**config.mk**
```make
export PLATFORM = sky130hd
export DESIGN_NAME = axi4_master
export DESIGN_NICKNAME = d
export VERILOG_FILES = /design/src/rtl/axi4_master.sv
export SDC_FILE = /design/constraint.sdc
export NUM_CORES = 1
export LEC_CHECK = 0
export BUFFER_PORTS_ARGS = -buffer_cell sky130_fd_sc_hd__buf_4
export CORE_MARGIN = 1
export CORE_UTILIZATION = 34
export DETAILED_ROUTE_END_ITERATION = 7
export GPL_ROUTABILITY_DRIVEN = 0
export PLACE_DENSITY = 0.74
export SYNTH_ARGS = -nofsm -noshare
export SYNTH_HDL_FRONTEND = slang
export SYNTH_SLANG_ARGS = --single-unit
export TNS_END_PERCENT = 50
```
**constraint.sdc**
```tcl
create_clock -name ACLK -period 1.8 [get_ports ACLK]
set_clock_uncertainty 0.2 [all_clocks]
set_input_delay 0.18 -clock ACLK [delete_from_list [all_inputs] [get_ports ACLK]]
set_output_delay 0.18 -clock ACLK [all_outputs]
set_load 0.005 [all_outputs]
```
**src/rtl/axi4_master.sv**
```systemverilog
// axi4_master: single-outstanding AXI4 initiator. Turns client commands into
// one INCR write or read burst. W and R beats pass straight through, and each
// burst finishes with a registered one-cycle done pulse that carries the response.
module axi4_master #(
   parameter int DATA_WIDTH = 32,
   parameter int ADDR_WIDTH = 16
) (
   input  logic                  ACLK,
   input  logic                  ARESET,
   // client command
   input  logic                  cmd_valid,
   output logic                  cmd_ready,
   input  logic                  cmd_write,
   input  logic [ADDR_WIDTH-1:0] cmd_addr,
   input  logic [7:0]            cmd_len,
   input  logic [2:0]            cmd_size,
   // client write / read streams
   input  logic [DATA_WIDTH-1:0] wr_data,
   input  logic                  wr_valid,
   output logic                  wr_ready,
   output logic [DATA_WIDTH-1:0] rd_data,
   output logic                  rd_last,
   output logic                  rd_valid,
   input  logic                  rd_ready,
   // completion
   output logic                  done,
   output logic [1:0]            done_resp,
   output logic                  done_err,
   // AXI write address / data / response
   output logic [ADDR_WIDTH-1:0] AWADDR,
   output logic [7:0]            AWLEN,
   output logic [2:0]            AWSIZE,
   output logic                  AWVALID,
   input  logic                  AWREADY,
   output logic [DATA_WIDTH-1:0] WDATA,
   output logic                  WLAST,
   output logic                  WVALID,
   input  logic                  WREADY,
   input  logic [1:0]            BRESP,
   input  logic                  BVALID,
   output logic                  BREADY,
   // AXI read address / data
   output logic [ADDR_WIDTH-1:0] ARADDR,
   output logic [7:0]            ARLEN,
   output logic [2:0]            ARSIZE,
   output logic                  ARVALID,
   input  logic                  ARREADY,
   input  logic [DATA_WIDTH-1:0] RDATA,
   input  logic [1:0]            RRESP,
   input  logic                  RLAST,
   input  logic                  RVALID,
   output logic                  RREADY
);

   typedef enum logic [2:0] {
      S_IDLE, S_WADDR, S_WDATA, S_WRESP, S_RADDR, S_RDATA
   } state_t;

   state_t                r_state, w_next;
   logic [ADDR_WIDTH-1:0] r_addr;
   logic [7:0]            r_len;
   logic [2:0]            r_size;
   logic [7:0]            r_beat_cnt;
   logic [1:0]            r_acc;
   logic                  r_err;
   logic                  r_done;
   logic [1:0]            r_done_resp;
   logic                  r_done_err;
   logic                  w_w_hs;
   logic                  w_r_hs;

   // Address and length are shared by both channels; only the VALID selects one.
   assign AWADDR    = r_addr;
   assign AWLEN     = r_len;
   assign AWSIZE    = r_size;
   assign ARADDR    = r_addr;
   assign ARLEN     = r_len;
   assign ARSIZE    = r_size;
   assign WDATA     = wr_data;
   assign rd_data   = RDATA;
   assign done      = r_done;
   assign done_resp = r_done_resp;
   assign done_err  = r_done_err;

   assign w_w_hs = (r_state == S_WDATA) && wr_valid && WREADY;
   assign w_r_hs = (r_state == S_RDATA) && RVALID && rd_ready;

   // State register; a reset abandons any burst in flight.
   always_ff @(posedge ACLK) begin
      if (ARESET) r_state <= S_IDLE;
      else        r_state <= w_next;
   end

   // Next state and the per-state channel handshakes (everything idle by default).
   always_comb begin
      w_next    = r_state;
      cmd_ready = 1'b0;
      AWVALID   = 1'b0;
      WVALID    = 1'b0;
      WLAST     = 1'b0;
      wr_ready  = 1'b0;
      BREADY    = 1'b0;
      ARVALID   = 1'b0;
      RREADY    = 1'b0;
      rd_valid  = 1'b0;
      rd_last   = 1'b0;
      case (r_state)
         S_IDLE: begin
            cmd_ready = 1'b1;
            if (cmd_valid) w_next = cmd_write ? S_WADDR : S_RADDR;
         end
         S_WADDR: begin
            AWVALID = 1'b1;
            if (AWREADY) w_next = S_WDATA;
         end
         S_WDATA: begin
            WVALID   = wr_valid;
            wr_ready = WREADY;
            WLAST    = (r_beat_cnt == r_len);
            if (w_w_hs && (r_beat_cnt == r_len)) w_next = S_WRESP;
         end
         S_WRESP: begin
            BREADY = 1'b1;
            if (BVALID) w_next = S_IDLE;
         end
         S_RADDR: begin
            ARVALID = 1'b1;
            if (ARREADY) w_next = S_RDATA;
         end
         S_RDATA: begin
            rd_valid = RVALID;
            RREADY   = rd_ready;
            rd_last  = RLAST;
            // Only the slave's RLAST ends a read, even if it disagrees with len.
            if (w_r_hs && RLAST) w_next = S_IDLE;
         end
         default: w_next = S_IDLE;
      endcase
   end

   // Command latch, beat counting, response accumulation and the done pulse.
   always_ff @(posedge ACLK) begin
      if (ARESET) begin
         r_addr      <= '0;
         r_len       <= '0;
         r_size      <= '0;
         r_beat_cnt  <= '0;
         r_acc       <= '0;
         r_err       <= 1'b0;
         r_done      <= 1'b0;
         r_done_resp <= '0;
         r_done_err  <= 1'b0;
      end else begin
         r_done <= 1'b0;
         case (r_state)
            S_IDLE: begin
               if (cmd_valid) begin
                  r_addr     <= cmd_addr;
                  r_len      <= cmd_len;
                  r_size     <= cmd_size;
                  r_beat_cnt <= '0;
                  r_acc      <= '0;
                  r_err      <= 1'b0;
               end
            end
            S_WDATA: begin
               if (w_w_hs) r_beat_cnt <= r_beat_cnt + 8'd1;
            end
            S_WRESP: begin
               if (BVALID) begin
                  r_done      <= 1'b1;
                  r_done_resp <= BRESP;
                  r_done_err  <= 1'b0;
               end
            end
            S_RDATA: begin
               if (w_r_hs) begin
                  r_beat_cnt <= r_beat_cnt + 8'd1;
                  // Keep the first error response seen in the burst.
                  if ((r_acc == 2'b00) && (RRESP != 2'b00)) r_acc <= RRESP;
                  // Beat len went by without RLAST: remember it for the late end.
                  if (!RLAST && (r_beat_cnt == r_len)) r_err <= 1'b1;
                  if (RLAST) begin
                     r_done      <= 1'b1;
                     r_done_resp <= (r_acc != 2'b00) ? r_acc : RRESP;
                     r_done_err  <= r_err || (r_beat_cnt != r_len);
                  end
               end
            end
            default: ;
         endcase
      end
   end

endmodule

```
* After elaboration in Yosys (flattened, before gate mapping) *
Index checks and enable logic that the tools add are counted.

storage, ports and cells
  bits in registers = 45
  output and inout bits = 132
  word-level logic and storage cells = 95

operators by class
  add/subtract/negate cells = 1
  equal/unequal tests = 18
  mux-type cells = 43
  reductions and logical operators = 23

operator list
  cell                                                    count
  2-to-1 mux 8 bit                                        3
  one-hot mux 8 bit (3 select lines)                      1
  2-to-1 mux 3 bit                                        7
  2-to-1 mux 1 bit                                        19
  one-hot mux 3 bit (6 select lines)                      1
  AND reduction 4 bit                                     4
  2-to-1 mux 2 bit                                        7
  inequality test 2 bit (second input constant)           7
  adder 8 x 1 -> 8 bit (second input constant)            1
  == test 8 bit                                           1
  logical AND 1 bit                                       8
  inequality test 2 x 1 -> 1 bit (second input constant)  4
  inequality test 8 bit                                   1
  one-hot mux 2 bit (2 select lines)                      2
  nonzero test 2 bit                                      4
  == test 3 x 2 -> 1 bit (second input constant)          2
  == test 3 bit (second input constant)                   2
  one-hot mux 1 bit (2 select lines)                      3
  AND reduction 6 bit                                     1
  == test 3 x 1 -> 1 bit (second input constant)          1
  zero test 3 bit                                         1
  nonzero test 3 bit                                      1
  zero test 2 bit                                         1
  AND reduction 2 bit                                     1
  other kinds (2)                                         2

* Longest topological paths before layout *
Gate-level depths: netlist (run 1).

  depth after elaboration = 6
  mapped depth = 7

* Least setup slack after synthesis (run 1) *
OpenSTA, ideal clock, no wires.

  path type = reg-to-reg
  from = register r_state[2]
  to = register r_beat_cnt[5]
  library setup time = 0.117 ns
  arrival = 1.305 ns
  path slack = 0.178 ns
  stages on the path, launching flop included = 8
  path buffers = 3
  clock period less this slack = 1.622 ns
  cell sequence = dfxtp_1 > buf_6 > and3b_1 > buf_6 > buf_6 > o22ai_1 > nand3_1 > a32o_1

on the way
  longest elaborated chain between the ends = 5
  elaborated cells between the ends (all ways) = 13

ends and longest elaborated chain
  what                                                            RTL line     RTL
  start, declared                                                 59           state_t r_state, w_next;
  start signal, assigned                                          91           else r_state <= w_next;
  == test 3 bit / == test 3 x 2 -> 1 bit (equally long branches)  86, 155, 85
  logical AND 1 bit, on equally long branches (2 in series)       86, 85
  inequality test 2 bit (no source line)                          -
  AND reduction 4 bit (no source line)                            -
  end signal, assigned                                            167          if (w_w_hs) r_beat_cnt <= r_beat_cnt + 8'd1;
  end signal, assigned                                            178          r_beat_cnt <= r_beat_cnt + 8'd1;
  end, declared                                                   63           logic [7:0] r_beat_cnt;

Several ways; a longest one is shown, not always the timed one.
A chain may end at the register's enable or synchronous reset.

* Worst setup path after layout (run 1) *
  from = register r_state[1]
  to = output WLAST

on the way
  longest elaborated chain between the ends = 2

ends and longest elaborated chain
  what                    RTL line  RTL
  == test 3 x 2 -> 1 bit  107       case (r_state)
  2-to-1 mux 1 bit        107
  end, declared           36        output logic WLAST,

Every way passes these cells.

==> impl_metrics.json, run 1 <==
{
  "outcome": "finished with violations",
  "yosysSeqAreaShare": 0.314,
  "core_region_area_um2": 8180,
  "crit_chain": "buf_4 -> or3b_4 -> nor3_4 -> buf_4",
  "irDropWorstVdd_mv": 0.422,
  "wl_per_cell_um": 14.8,
  "ff2ff_setup_slack_ns": 0.05,
  "synthTopCellsByArea": "dfxtp_1 (31%), buf_4 (25%), nand2_1 (7.7%), a21oi_1 (5.4%), xnor2_1 (2.4%)",
  "cp.buffers_inverters": 2,
  "antenna_found_initial": 0,
  "layout.cells.non_filler": 520,
  "cts_tree": "yes",
  "crit_slowest_cell": "or3b_4",
  "routed-via-count": 2624,
  "area_growth_pct": 29.0,
  "stdcell_area_um2": 3700,
  "overflow": 0,
  "avgSynthCellArea_um2": 8.07,
  "setup_violations": 1,
  "grt_max_degree": 24,
  "cpPeakStageDelay_ns": 0.40,
  "synthCells": 356,
  "initial_core_util": 0.351,
  "path_delay_family": "simple AND/OR/NAND/NOR gates",
  "cts-root-buf": "clkbuf_8",
  "drt-initial-drc-count": 163,
  "grt_pass1_wl_um": 11400,
  "start_kind": "register",
  "crit_fanout": 5,
  "synth_area_leader_cell": "dfxtp_1",
  "min_to": "r_state[2]",
  "rr_endpoint": "r_beat_cnt[6]",
  "relSlewSlack": 0.698,
  "die-area_um2": 8820,
  "final_layout_size_suffix_gt1_frac": 0.422,
  "dr.pass1.iters": 4,
  "p_leak_nw": 1.58,
  "max_freq_mhz": 543,
  "endpoint_kind": "output port",
  "dieHeight_um": 93.9,
  "via_per_inst": 5.05,
  "cap_viol_max_count": 0,
  "required_ns": 1.42,
  "clk_pin_slew_ns": 0.08,
  "reg2regPathDepth": 5,
  "grt_pass1_vias": 2395,
  "nets": 522,
  "synth_area_um2": 2870,
  "arrival_ns": 1.46,
  "io_buffer_count": 110,
  "synth_top_area_frac": 0.314,
  "cts_buffers": 5,
  "synthDistinctLibCells": 52,
  "power_density_nw_per_um2": 1140,
  "worst_pin_slew_ns": 0.452,
  "worstHoldPathType": "in -> reg",
  "final_common_cell": "buf_4",
  "ioPinCount": 239,
  "setup_ws_ns": -0.0429,
  "grt_usage": 0.165,
  "syn_nets": 464,
  "insertion_delay_ns": 0.29,
  "r2r_start": "r_beat_cnt[0]",
  "cts-htree-levels": 2,
  "num_rows": 33,
  "post-route-period-util": 1.02,
  "crit_type": "reg -> out",
  "finalWorstPathRequiredPeriod_ns": 1.84,
  "hpwl_um": 5410,
  "grt_setup_unrepaired": "yes",
  "ys_seq_elements": 45,
  "drc": 0,
  "hold_start": "cmd_write",
  "fin_util": 0.453,
  "ant_nets": 0,
  "cts_num_sinks": 45,
  "dp_cells": 479,
  "layout_common_cells": "buf_4 (129), nand2_1 (59), a21oi_1 (31)",
  "yosysWarnings": 0,
  "wl_um": 7670,
  "num_antenna_cells": 0,
  "violations": "negative setup slack",
  "clock_tree.buffer_depth": 2,
  "dpl-instance-area_um2": 3160,
  "min_path_cells": 4,
  "critPathMostFrequentCell": "buf_4",
  "finalMaxSlewViolations": 0,
  "die_width_um": 93.9,
  "report.final.hold_viol_count": 0
}
## state kept, by name (all words and copies together) (netlist names)
register    count
ARADDR         16
ARLEN           8
ARSIZE          3
done            1
done_err        1
done_resp       2
r_acc           2
r_beat_cnt      8
r_err           1
r_state         3
## per-layer routing
metal / track usage / vias to the layer above / routed length [um]
met5: 0 / - / 0
met4: 0.0756 / 0 / 259
met3: 0.0437 / 29 / 652
met2: 0.277 / 132 / 3760
met1: 0.196 / 1220 / 3000
li1: - / 1243 / -
## Yosys cell counts, drive strengths merged
| library cell | instances |
|---|---|
| a32o | 4 |
| o311ai | 1 |
| dfxtp | 45 |
| clkbuf | 7 |
| a311oi | 2 |
| a21o | 1 |
| inv | 5 |
| a31o | 1 |
| nor3 | 11 |
| o22a | 1 |
| o22ai | 2 |
| and4 | 1 |
| a21boi | 1 |
| o31ai | 1 |
| a21bo | 1 |
| nor2b | 1 |
| nor2 | 8 |
| nand2b | 5 |
| o211ai | 2 |
| nor4b | 1 |
| a31oi | 5 |
| nand2 | 59 |
| o32ai | 1 |
| nand3b | 3 |
| buf | 100 |
| a21oi | 31 |
| and3b | 1 |
| nor3b | 4 |
| a32oi | 2 |
| a41o | 1 |
| o21a | 4 |
| ha | 1 |
| nor4 | 3 |
| or3 | 1 |
| o2111ai | 3 |
| and2 | 6 |
| xnor2 | 8 |
| nand3 | 10 |
| or3b | 1 |
| o21ai | 6 |
| and3 | 2 |
| nand4 | 2 |
| o221ai | 1 |
## cell families (layout without fill, tap and decap cells)
logic type,after synthesis,after routing,synth area share
flops,45,45,0.314
fa+ha+maj,1,1,0.00436
buf+inv,112,171,0.279
compound gates,71,71,0.173
xor+xnor,8,8,0.0244
simple gates,119,119,0.206
## report_power, final
part | switching [mW] | leakage (nW) | total [mW] | internal [mW]
clock | 0.351 | 0.0554 | 0.768 | 0.417
combinational | 1.05 | 1.15 | 2.11 | 1.06
sequential | 0.174 | 0.375 | 1.35 | 1.18
total | 1.57 | 1.58 | 4.23 | 2.66
## final cells by class
class                      count  area [um^2]
inverter                       5         18.8
timing repair buffer         158         1260
sequential                    45          930
fill                         801         4470
clock inverter                 2         38.8
multi-input combinational    199         1250
clock buffer                   6         72.6
tap                          105          131
## tightest hold or removal path: stages
cell,delay (ns)
buf_4,0.09
inv_1,0.03
a31oi_1,0.12
a311oi_1,0.06
## timing repair
item / 4_1_cts / 5_1_grt
pin swaps: 4 / 9
endpoints found under the hold margin: 27 / 0
hold buffers: 27 / 0
buffers inserted: 4 / 2
resized for setup: 14 / 23
setup endpoints to repair: 12 / 26
## through the flow
| step | hold slack (ns) | total power [mW] | setup TNS [ns] | setup slack (ns) |
|---|---|---|---|---|
| floorplan | 0.116 | 2.64 | 0 | 0.178 |
| finish | 0.0283 | 4.23 | -0.0429 | -0.0429 |
| global route | 0.0155 | 4.53 | -0.176 | -0.0715 |
| CTS | 0.00989 | 4.18 | -0.0727 | -0.0636 |
| detailed placement | 0.160 | 3.23 | -0.377 | -0.100 |
| global placement | 0.160 | 3.19 | -0.394 | -0.104 |
## worst max path at each step
stage / endpoint / slack, ns / depth (start not counted) / start
floorplan: r_beat_cnt[5] / 0.18 / 7 / r_state[2]
global placement: r_beat_cnt[7] / -0.10 / 5 / r_state[1]
detailed placement: r_beat_cnt[7] / -0.10 / 5 / r_state[1]
CTS: WLAST / -0.06 / 4 / r_state[2]
global route: WLAST / -0.07 / 4 / r_state[1]
finish: WLAST / -0.04 / 4 / r_state[1]
Power figures use the tool's default switching activity.
==> run 2: changes to the inputs <==
Settings changed: SKIP_LAST_GASP set to 1.
==> run 2 against run 1 <==
The run still ends with negative setup slack left; total power rose by 0.97%; cell area is 0.17% higher; sequential share of layout area hardly changed; critical endpoint is now r_beat_cnt[6].
==> impl_metrics.json, run 2 (synthesized netlist as in run 1, its figures left out) <==
{
  "cpPeakStageDelay_ns": 0.40,
  "outcome": "finished with violations",
  "power_switching_mw": 1.59,
  "cts-htree-levels": 2,
  "num_antenna_cells": 0,
  "endpoint_kind": "register",
  "combPwrFrac": 0.501,
  "worst_pin_slew_ns": 0.454,
  "cap_viol_max_count": 0,
  "setup_ws_ns": -0.0802,
  "seqPwrFrac": 0.318,
  "regArea_um2": 930,
  "report.final.hold_viol_count": 0,
  "hpwl_um": 5410,
  "multi_input_area_um2": 1240,
  "cts_num_sinks": 45,
  "max_freq_mhz": 532,
  "wl_um": 7740,
  "setup_tns_ns": -0.133,
  "crit_slowest_cell": "dfxtp_2",
  "cts-root-buf": "clkbuf_8",
  "power_density_nw_per_um2": 1150,
  "finalMaxSlewViolations": 0,
  "antenna_found_initial": 0,
  "core_region_area_um2": 8180,
  "ioPinCount": 239,
  "die_width_um": 93.9,
  "largest_register_ff_count": 16,
  "final_common_cell": "buf_4",
  "grt_pass1_wl_um": 11400,
  "area_growth_pct": 29.2,
  "drt-initial-drc-count": 175,
  "drc": 0,
  "crit_type": "reg -> reg",
  "power_frac_clock": 0.181,
  "grt_pass1_vias": 2386,
  "post-route-period-util": 1.04,
  "irDropWorstVdd_mv": 0.423,
  "ant_nets": 0,
  "worstHoldPathType": "in -> reg",
  "io_buffer_count": 110,
  "cts_buffers": 5,
  "overflow": 0,
  "initial_core_util": 0.351,
  "finalWorstPathRequiredPeriod_ns": 1.88,
  "setup_violations": 3,
  "fillerInstances": 804,
  "violations": "negative setup slack",
  "arrival_ns": 1.87,
  "dieHeight_um": 93.9,
  "crit_chain": "ha_2 -> and3_4 -> a32oi_1 -> o311ai_1 -> a21bo_1",
  "relSlewSlack": 0.697,
  "grt_setup_unrepaired": "yes",
  "hold_slack_ns": 0.0255,
  "layout_common_cells": "buf_4 (127), nand2_1 (59), a21oi_1 (31)",
  "start_kind": "register",
  "required_ns": 1.79,
  "routed-via-count": 2634,
  "final_layout_size_suffix_gt1_frac": 0.423,
  "cts_tree": "yes",
  "nets": 523,
  "p_int_mw": 2.68,
  "wl_per_cell_um": 14.8,
  "crit_fanout": 4,
  "die-area_um2": 8820,
  "dr.pass1.iters": 4,
  "p_leak_nw": 1.59,
  "clock_tree.buffer_depth": 2,
  "clk_pin_slew_ns": 0.09,
  "grt_usage": 0.165,
  "via_per_inst": 5.06,
  "switching_share": 0.371,
  "grt_max_degree": 24,
  "insertion_delay_ns": 0.29,
  "num_rows": 33
}
==> run 2: path summary, 6_finish.rpt <==
path	from	to	slack [ns]	depth (start not counted)
max	r_beat_cnt[1]	r_beat_cnt[6]	-0.08	5
min	RLAST	r_err	0.03	3
max reg2reg	r_beat_cnt[1]	r_beat_cnt[6]	-0.08	5
min reg2reg	r_err	r_err	0.28	1
==> run 2: layout make-up <==
| class | count | area share |
|---|---|---|
| well taps | 105 | 0.0354 |
| inverters | 5 | 0.00506 |
| clock buffers | 6 | 0.0196 |
| repair buffers | 159 | 0.345 |
| clock inverters | 2 | 0.0105 |
| flip-flops and latches | 45 | 0.251 |
| multi-input cells | 199 | 0.334 |
==> run 2: worst max-delay path: cells and delay by family, from the launching register on <==
family / cells / cell delay [ns]
AO/OA/AOI/OAI: 3 / 0.72
flip-flops: 1 / 0.40
adder cells (fa/ha/maj): 1 / 0.24
AND/OR/NAND/NOR: 1 / 0.22
==> run 2: what timing repair did <==
| item | 4_1_cts | 5_1_grt |
|---|---|---|
| buffers inserted | 4 | 3 |
| endpoints found under the hold margin | 27 | 0 |
| endpoints found under the setup margin | 12 | 33 |
| hold buffers | 27 | 0 |
| pin swaps | 3 | 6 |
| resized for setup | 8 | 31 |
==> run 2: routing by layer <==
layer | GRT usage | share of wire | vias up
li1 | - | - | 1249
met1 | 0.196 | 0.40 | 1223
met2 | 0.275 | 0.49 | 131
met3 | 0.0437 | 0.077 | 31
met4 | 0.0756 | 0.032 | 0
met5 | 0 | 0 | -
==> run 2: power by group through the flow <==
stage / combinational (mW) / clock (mW) / sequential (mW)
after floorplan: 1.32 / 0 / 1.32
after global placement: 1.85 / 0 / 1.34
after detailed placement: 1.88 / 0 / 1.35
after CTS: 2.03 / 0.804 / 1.33
after global routing: 2.33 / 0.850 / 1.39
final: 2.14 / 0.772 / 1.36
==> run 2: per-stage QoR <==
stage	total power [mW]	setup WS [ns]	std cells	instance area, um^2	utilization
after floorplan	2.64	0.178	356	2870	-
after global placement	3.19	-0.104	479	3160	0.386
after detailed placement	3.23	-0.100	479	3160	0.386
after CTS	4.17	-0.0988	518	3600	0.440
after global routing	4.56	-0.0964	521	3710	0.454
final	4.27	-0.0802	521	3710	0.454
